$ cat src/rtl/vga_timing_out.sv
// VGA timing generator merged with the pixel output register. Sync and
// active-area flags are delayed to line up with the controller's colour data.
module vga_timing_out #(
  parameter int unsigned  H_ACTIVE  = 640,
  parameter int unsigned  H_FP      = 16,
  parameter int unsigned  H_SYNC    = 96,
  parameter int unsigned  H_BP      = 48,
  parameter int unsigned  V_ACTIVE  = 480,
  parameter int unsigned  V_FP      = 10,
  parameter int unsigned  V_SYNC    = 2,
  parameter int unsigned  V_BP      = 33,
  parameter bit           HSYNC_POL = 1'b0,
  parameter bit           VSYNC_POL = 1'b0,
  parameter int unsigned  COLOR_W   = 12,
  parameter int unsigned  PIPE_DLY  = 2,
  localparam int unsigned H_TOTAL   = H_ACTIVE + H_FP + H_SYNC + H_BP,
  localparam int unsigned V_TOTAL   = V_ACTIVE + V_FP + V_SYNC + V_BP,
  localparam int unsigned XW        = $clog2(H_TOTAL),
  localparam int unsigned YW        = $clog2(V_TOTAL)
) (
  input  logic               pixel_clk,
  input  logic               reset,
  input  logic               run,
  input  logic [COLOR_W-1:0] color_data,
  output logic [XW-1:0]      x_pos,
  output logic [YW-1:0]      y_pos,
  output logic               line_start,
  output logic               frame_start,
  output logic [COLOR_W-1:0] rgb_out,
  output logic               h_sync,
  output logic               v_sync,
  output logic               video_enable
);

  localparam logic [XW-1:0] H_LAST   = XW'(H_TOTAL - 1);
  localparam logic [XW-1:0] H_DE_END = XW'(H_ACTIVE);
  localparam logic [XW-1:0] HS_START = XW'(H_ACTIVE + H_FP);
  localparam logic [XW-1:0] HS_END   = XW'(H_ACTIVE + H_FP + H_SYNC);
  localparam logic [YW-1:0] V_LAST   = YW'(V_TOTAL - 1);
  localparam logic [YW-1:0] V_DE_END = YW'(V_ACTIVE);
  localparam logic [YW-1:0] VS_START = YW'(V_ACTIVE + V_FP);
  localparam logic [YW-1:0] VS_END   = YW'(V_ACTIVE + V_FP + V_SYNC);

  logic [XW-1:0] h_cnt;
  logic [YW-1:0] v_cnt;
  logic          de0, hs0, vs0;
  logic          de_d, hs_d, vs_d;

  always_ff @(posedge pixel_clk or posedge reset) begin
    if (reset) begin
      h_cnt <= '0;
      v_cnt <= '0;
    end else if (run) begin
      if (h_cnt == H_LAST) begin
        h_cnt <= '0;
        v_cnt <= (v_cnt == V_LAST) ? '0 : v_cnt + 1'b1;
      end else begin
        h_cnt <= h_cnt + 1'b1;
      end
    end
  end

  // A paused generator emits blank, non-sync pixels.
  always_comb begin
    de0 = run && (h_cnt < H_DE_END) && (v_cnt < V_DE_END);
    hs0 = run && (h_cnt >= HS_START) && (h_cnt < HS_END);
    vs0 = run && (v_cnt >= VS_START) && (v_cnt < VS_END);
  end

  assign x_pos       = h_cnt;
  assign y_pos       = v_cnt;
  assign line_start  = run && (h_cnt == '0);
  assign frame_start = line_start && (v_cnt == '0);

  // Stages hold asserted-sense flags; cleared stages therefore read as blank.
  if (PIPE_DLY == 0) begin : g_no_dly
    assign {de_d, hs_d, vs_d} = {de0, hs0, vs0};
  end else if (PIPE_DLY == 1) begin : g_one_dly
    logic [2:0] shift_q;
    always_ff @(posedge pixel_clk or posedge reset) begin
      if (reset) shift_q <= '0;
      else       shift_q <= {de0, hs0, vs0};
    end
    assign {de_d, hs_d, vs_d} = shift_q;
  end else begin : g_multi_dly
    logic [3*PIPE_DLY-1:0] shift_q;
    always_ff @(posedge pixel_clk or posedge reset) begin
      if (reset) shift_q <= '0;
      else       shift_q <= {shift_q[3*PIPE_DLY-4:0], de0, hs0, vs0};
    end
    assign {de_d, hs_d, vs_d} = shift_q[3*PIPE_DLY-1 -: 3];
  end

  always_ff @(posedge pixel_clk or posedge reset) begin
    if (reset) begin
      rgb_out      <= '0;
      video_enable <= 1'b0;
      h_sync       <= ~HSYNC_POL;
      v_sync       <= ~VSYNC_POL;
    end else begin
      rgb_out      <= de_d ? color_data : '0;
      video_enable <= de_d;
      h_sync       <= ~(hs_d ^ HSYNC_POL);
      v_sync       <= ~(vs_d ^ VSYNC_POL);
    end
  end

endmodule

$ cat config.mk
export PLATFORM = sky130hd
export DESIGN_NAME = vga_timing_out
export DESIGN_NICKNAME = d
export VERILOG_FILES = /design/src/rtl/vga_timing_out.sv
export SDC_FILE = /design/constraint.sdc
export NUM_CORES = 1
export LEC_CHECK = 0
export CAP_MARGIN = 20
export CORE_MARGIN = 1.5
export CORE_UTILIZATION = 35
export DETAILED_ROUTE_END_ITERATION = 16
export PLACE_DENSITY = 0.61
export SLEW_MARGIN = 10
export SYNTH_ARGS = -nofsm -noshare
export SYNTH_HDL_FRONTEND = slang
export SYNTH_SLANG_ARGS = --single-unit
$ cat constraint.sdc
create_clock -name pixel_clk -period 1.9 [get_ports pixel_clk]
set_clock_uncertainty 0.2 [all_clocks]
set_input_delay 0.38 -clock pixel_clk [delete_from_list [all_inputs] [get_ports pixel_clk]]
set_output_delay 0.38 -clock pixel_clk [all_outputs]
set_load 0.01 [all_outputs]
**Word-level counts from Yosys, hierarchy flattened**

Index checks and enable logic that the tools add are counted.

- Bits in registers: 41
- Output and inout bits: 37

- Add/subtract/negate cells: 2
- Bitwise logic cells: 2
- Reduce and logical (&&, ||, !) cells: 11
- Mux-type cells: 3
- Equal/unequal tests: 2
- Order comparisons: 6

Operators by type and width:

| cell | count |
|---|---|
| $add A10 B1 Y10 const B | 2 |
| $eq A10 B10 Y1 const B | 2 |
| $logic_not A10 Y1 | 2 |
| $lt A10 B10 Y1 const B | 2 |
| $lt A10 B9 Y1 const B | 2 |
| $mux W10 | 2 |
| $mux W12 | 1 |
| $ge A10 B10 Y1 const B | 1 |
| $ge A10 B9 Y1 const B | 1 |
| $logic_and A1 B1 Y1 | 8 |
| $not A1 Y1 | 2 |
| $reduce_and A2 Y1 | 1 |

**Logic depth before layout (Yosys ltp)**

- Depth in word-level cells: 3
- Gate-level depth with buffers: 7
- Mapped depth without buffers: 6

**Worst setup path after synthesis**

OpenSTA, ideal clock, no wires.

- Path kind: input-to-output
- Start: input run
- End: output frame_start
- Stages: 5
- Buffers on the path: 1
- Data arrival time: 1.311 ns
- Slack: 0.009 ns
- Required time: 1.320 ns
- Cells stage by stage: buf_6 -> or2b_1 -> nor3_1 -> and4_1 -> and4_1

- Cells in the longest elaborated chain, start to end: 2

Ends and longest elaborated chain:

| item | line | RTL |
|---|---|---|
| from (decl) | 23 | `input logic run,` |
| $logic_and A1 B1 Y1 | 72 | `assign line_start = run && (h_cnt == '0);` |
| named net line_start | 27 | `output logic line_start,` |
| $logic_and A1 B1 Y1 | 73 | `assign frame_start = line_start && (v_cnt == '0);` |
| to (decl) | 28 | `output logic frame_start,` |

The timed path passes the listed nets, and every way through them passes these cells.

**Worst setup path in the final report**

- Start: register h_cnt[8], in the netlist x_pos[8]
- End: output frame_start

- Cells in the longest elaborated chain, start to end: 3

Ends and longest elaborated chain:

| item | line | RTL |
|---|---|---|
| from (decl) | 44 | `logic [XW-1:0] h_cnt;` |
| from (signal assigned) | 58 | `h_cnt <= h_cnt + 1'b1;` |
| $logic_not A10 Y1 | 72 |  |
| $logic_and A1 B1 Y1 | 72 |  |
| $logic_and A1 B1 Y1 | 73 |  |

No other way between the ends.

==> flow_metrics.tcl <==
set metrics [dict create \
    status "finished with violations" \
    violations "negative setup slack" \
    startpoint_type "flip-flop" \
    min_path_type "reg2reg" \
    placed_area_mm2 0.002544 \
    final_max_slew_viol_count 0 \
    timing.fmax_mhz 467.0 \
    fillers 415 \
    design_area_mm2 0.002696 \
    die_h_um 74.17 \
    layout.nets 257 \
    viasPerCell 4.670 \
    synth_edf_count 0 \
    worst-path-max-fanout 2 \
    globalRouteTotalUtil_pct 15.78 \
    r2r_start "x_pos[0]" \
    hold_path.startpoint "g_multi_dly.shift_q[0]" \
    synth_area_leaders "dfrtp_1 (55%), and2_1 (4.9%), dfstp_2 (3.0%)" \
    async_reset_ff_share_pct 100.0 \
    arrival_ps 1560 \
    antenna_found_initial 0 \
    cts.sink_count 41 \
    wl_met2_mm 1.759 \
    synth_area_mm2 0.001773 \
    core-area_mm2 0.004786 \
    critical_path_class "reg2out" \
    layout_commonest_cell "dfrtp_1" \
    tightestPinTransition_ps 374.1 \
    end_kind "output port" \
    ys.flop_type "dfrtp_1" \
    place_hpwl_mm 2.803 \
    yosysSeqAreaShare_pct 58.01 \
    clk_pin_slew_worst_paths_ps 80 \
    antenna_left 0 \
    cts_tree "yes" \
    globalplace.congestion 0.8419 \
    synth_top_cell_area_share_pct 55.05 \
    synth_top_area_cell "dfrtp_1" \
    top_layer_used "met4" \
    ctsHoldBuffers 0 \
    synth_nets 174 \
    finalCriticalPeriod_ps 2141 \
    synth.avg_cell_area_um2 11.44 \
    maxCapViolations 0 \
    p_leak_nw 1.310 \
    diodes 0 \
    synth_cell_type_count 32 \
    die_area_mm2 0.005501 \
    final_cell_mix "dfrtp_1 (39), buf_4 (28), clkdlybuf4s50_1 (26)" \
    timing.setup.tns_ps -368.1 \
    dr.first_iter.drc_count 112 \
    clock_path_buffers 2 \
    syn_inst 155 \
    die_width_um 74.17 \
    ctsHtreeMaxLevel 2 \
    wl_per_cell_um 12.83 \
    area_growth_pct 52.08 \
    wl_mm 3.927 \
    ys_ff_latch 41 \
    start_util_pct 37.05 \
    dr_wl_met3_um 309 \
    peakVddDrop_mv 0.7917 \
    ioPinCount 52 \
    critPathRequiredTime_ps 1320 \
    route.vias.total 1429 \
    powerDensity_mw_per_mm2 886.8 \
    drcViolationCount 0 \
    drt_first_pass_iters 4 \
    setup_viol 2 \
    layout-drive-gt1-share_pct 21.34 \
    cts-root-buf "clkbuf_8" \
    portBuffers 51 \
    timing.final.crit_share_pct 112.7 \
    critPathLaunch "x_pos[8]" \
    clk_latency_ps 290 \
    finalHoldViolCount 0 \
    yosysWarnings 0 \
    placementRows 25 \
    grt_max_degree 42 \
    grt_remaining_overflow 0 \
    setup_ws_ps -241.3 \
    grt_pass1_vias 1421 \
    slew_headroom_pct 74.42 \
    drt-met1-wl_mm 1.811 \
    grt_pass1_wl_mm 6.548 \
    cts_made_buffers 5 \
    rsz0062_at_grt "true" \
]
## registers in the layout (all words and copies together) (netlist names)
signal	cells
rgb_out	12
x_pos	10
y_pos	10
g_multi_dly.shift_q	6
h_sync	1
v_sync	1
video_enable	1
## through the flow
step	setup slack [ps]	power (mW)	hold WS, ps	instances	utilization, %
6_report	-241.3	2.391	151.5	306	56.34
4_1_cts	-294.2	2.386	155.9	305	55.29
3_5_place_dp	-825.1	1.696	136.4	296	53.15
3_3_place_gp	-812.9	1.689	133.1	296	53.15
2_1_floorplan	9.435	1.339	131.2	155	-
5_1_grt	-358.4	2.531	157.2	306	56.34
## repair_timing
| item | CTS | global route |
|---|---|---|
| setup buffers | 1 | 1 |
| gates resized for setup | 28 | 16 |
| setup endpoints to repair | 24 | 14 |
| pin swaps | 2 | 7 |
## cells in the mapped netlist (3+ instances only)
| master | count |
|---|---|
| and4_1 | 3 |
| nand4_1 | 5 |
| and2_1 | 14 |
| nor3_1 | 7 |
| buf_6 | 4 |
| ha_1 | 4 |
| o21ai_0 | 6 |
| xor2_1 | 6 |
| nor2_1 | 9 |
| mux2i_1 | 3 |
| nand3_1 | 6 |
| nand2_1 | 10 |
| xnor2_1 | 6 |
| inv_1 | 11 |
| dfrtp_1 | 39 |
## critical path, stage by stage, from the launching register on
cell     delay (ps)
dfrtp_1         380
or2b_1          240
nor3_1          110
and4_1          230
and4_1          190
buf_2           130
## logic make-up (layout without fill, tap and decap cells)
logic type      Yosys count  in the layout  synth area share (%)
compound gates           12             12                 4.023
fa+ha+maj                 4              4                 2.823
mux                       3              3                 1.694
buf+inv                  17            101                 5.363
flops                    41             41                 58.01
xor+xnor                 12             12                 5.928
simple gates             66             66                 22.16
## path summary, 6_finish.rpt
check / end / slack, ps / depth (start not counted)
setup / recovery: frame_start / -240 / 5
hold / removal: g_multi_dly.shift_q[3] / 150 / 0
setup reg to reg: y_pos[3] / 100 / 6
hold reg to reg: g_multi_dly.shift_q[3] / 150 / 0
max in group asynchronous: h_sync / 1000 / 3
min in group asynchronous: rgb_out[3] / 230 / 3
## where the power goes
part	switching, mW	internal (mW)
registers	0.0568	0.945
clock network	0.305	0.427
logic	0.316	0.340
total	0.678	1.71
## per-layer routing
metal,vias to the layer above,global-route usage (%)
met1,678,20.75
met5,-,0
met3,6,4.878
met2,59,24.50
li1,686,-
met4,0,5.967
## cell type report
cell class              instances  area [um^2]  share of cell area, %
clock buffers                   6        82.58                  3.063
clock inverters                 2        37.54                  1.392
inverters                      11        41.29                  1.531
multi-input cells              97        680.7                  25.24
flip-flops and latches         41         1028                  38.14
well taps                      67        83.83                  3.109
repair buffers                 82        742.0                  27.52
(Power assumes the default switching activity.)
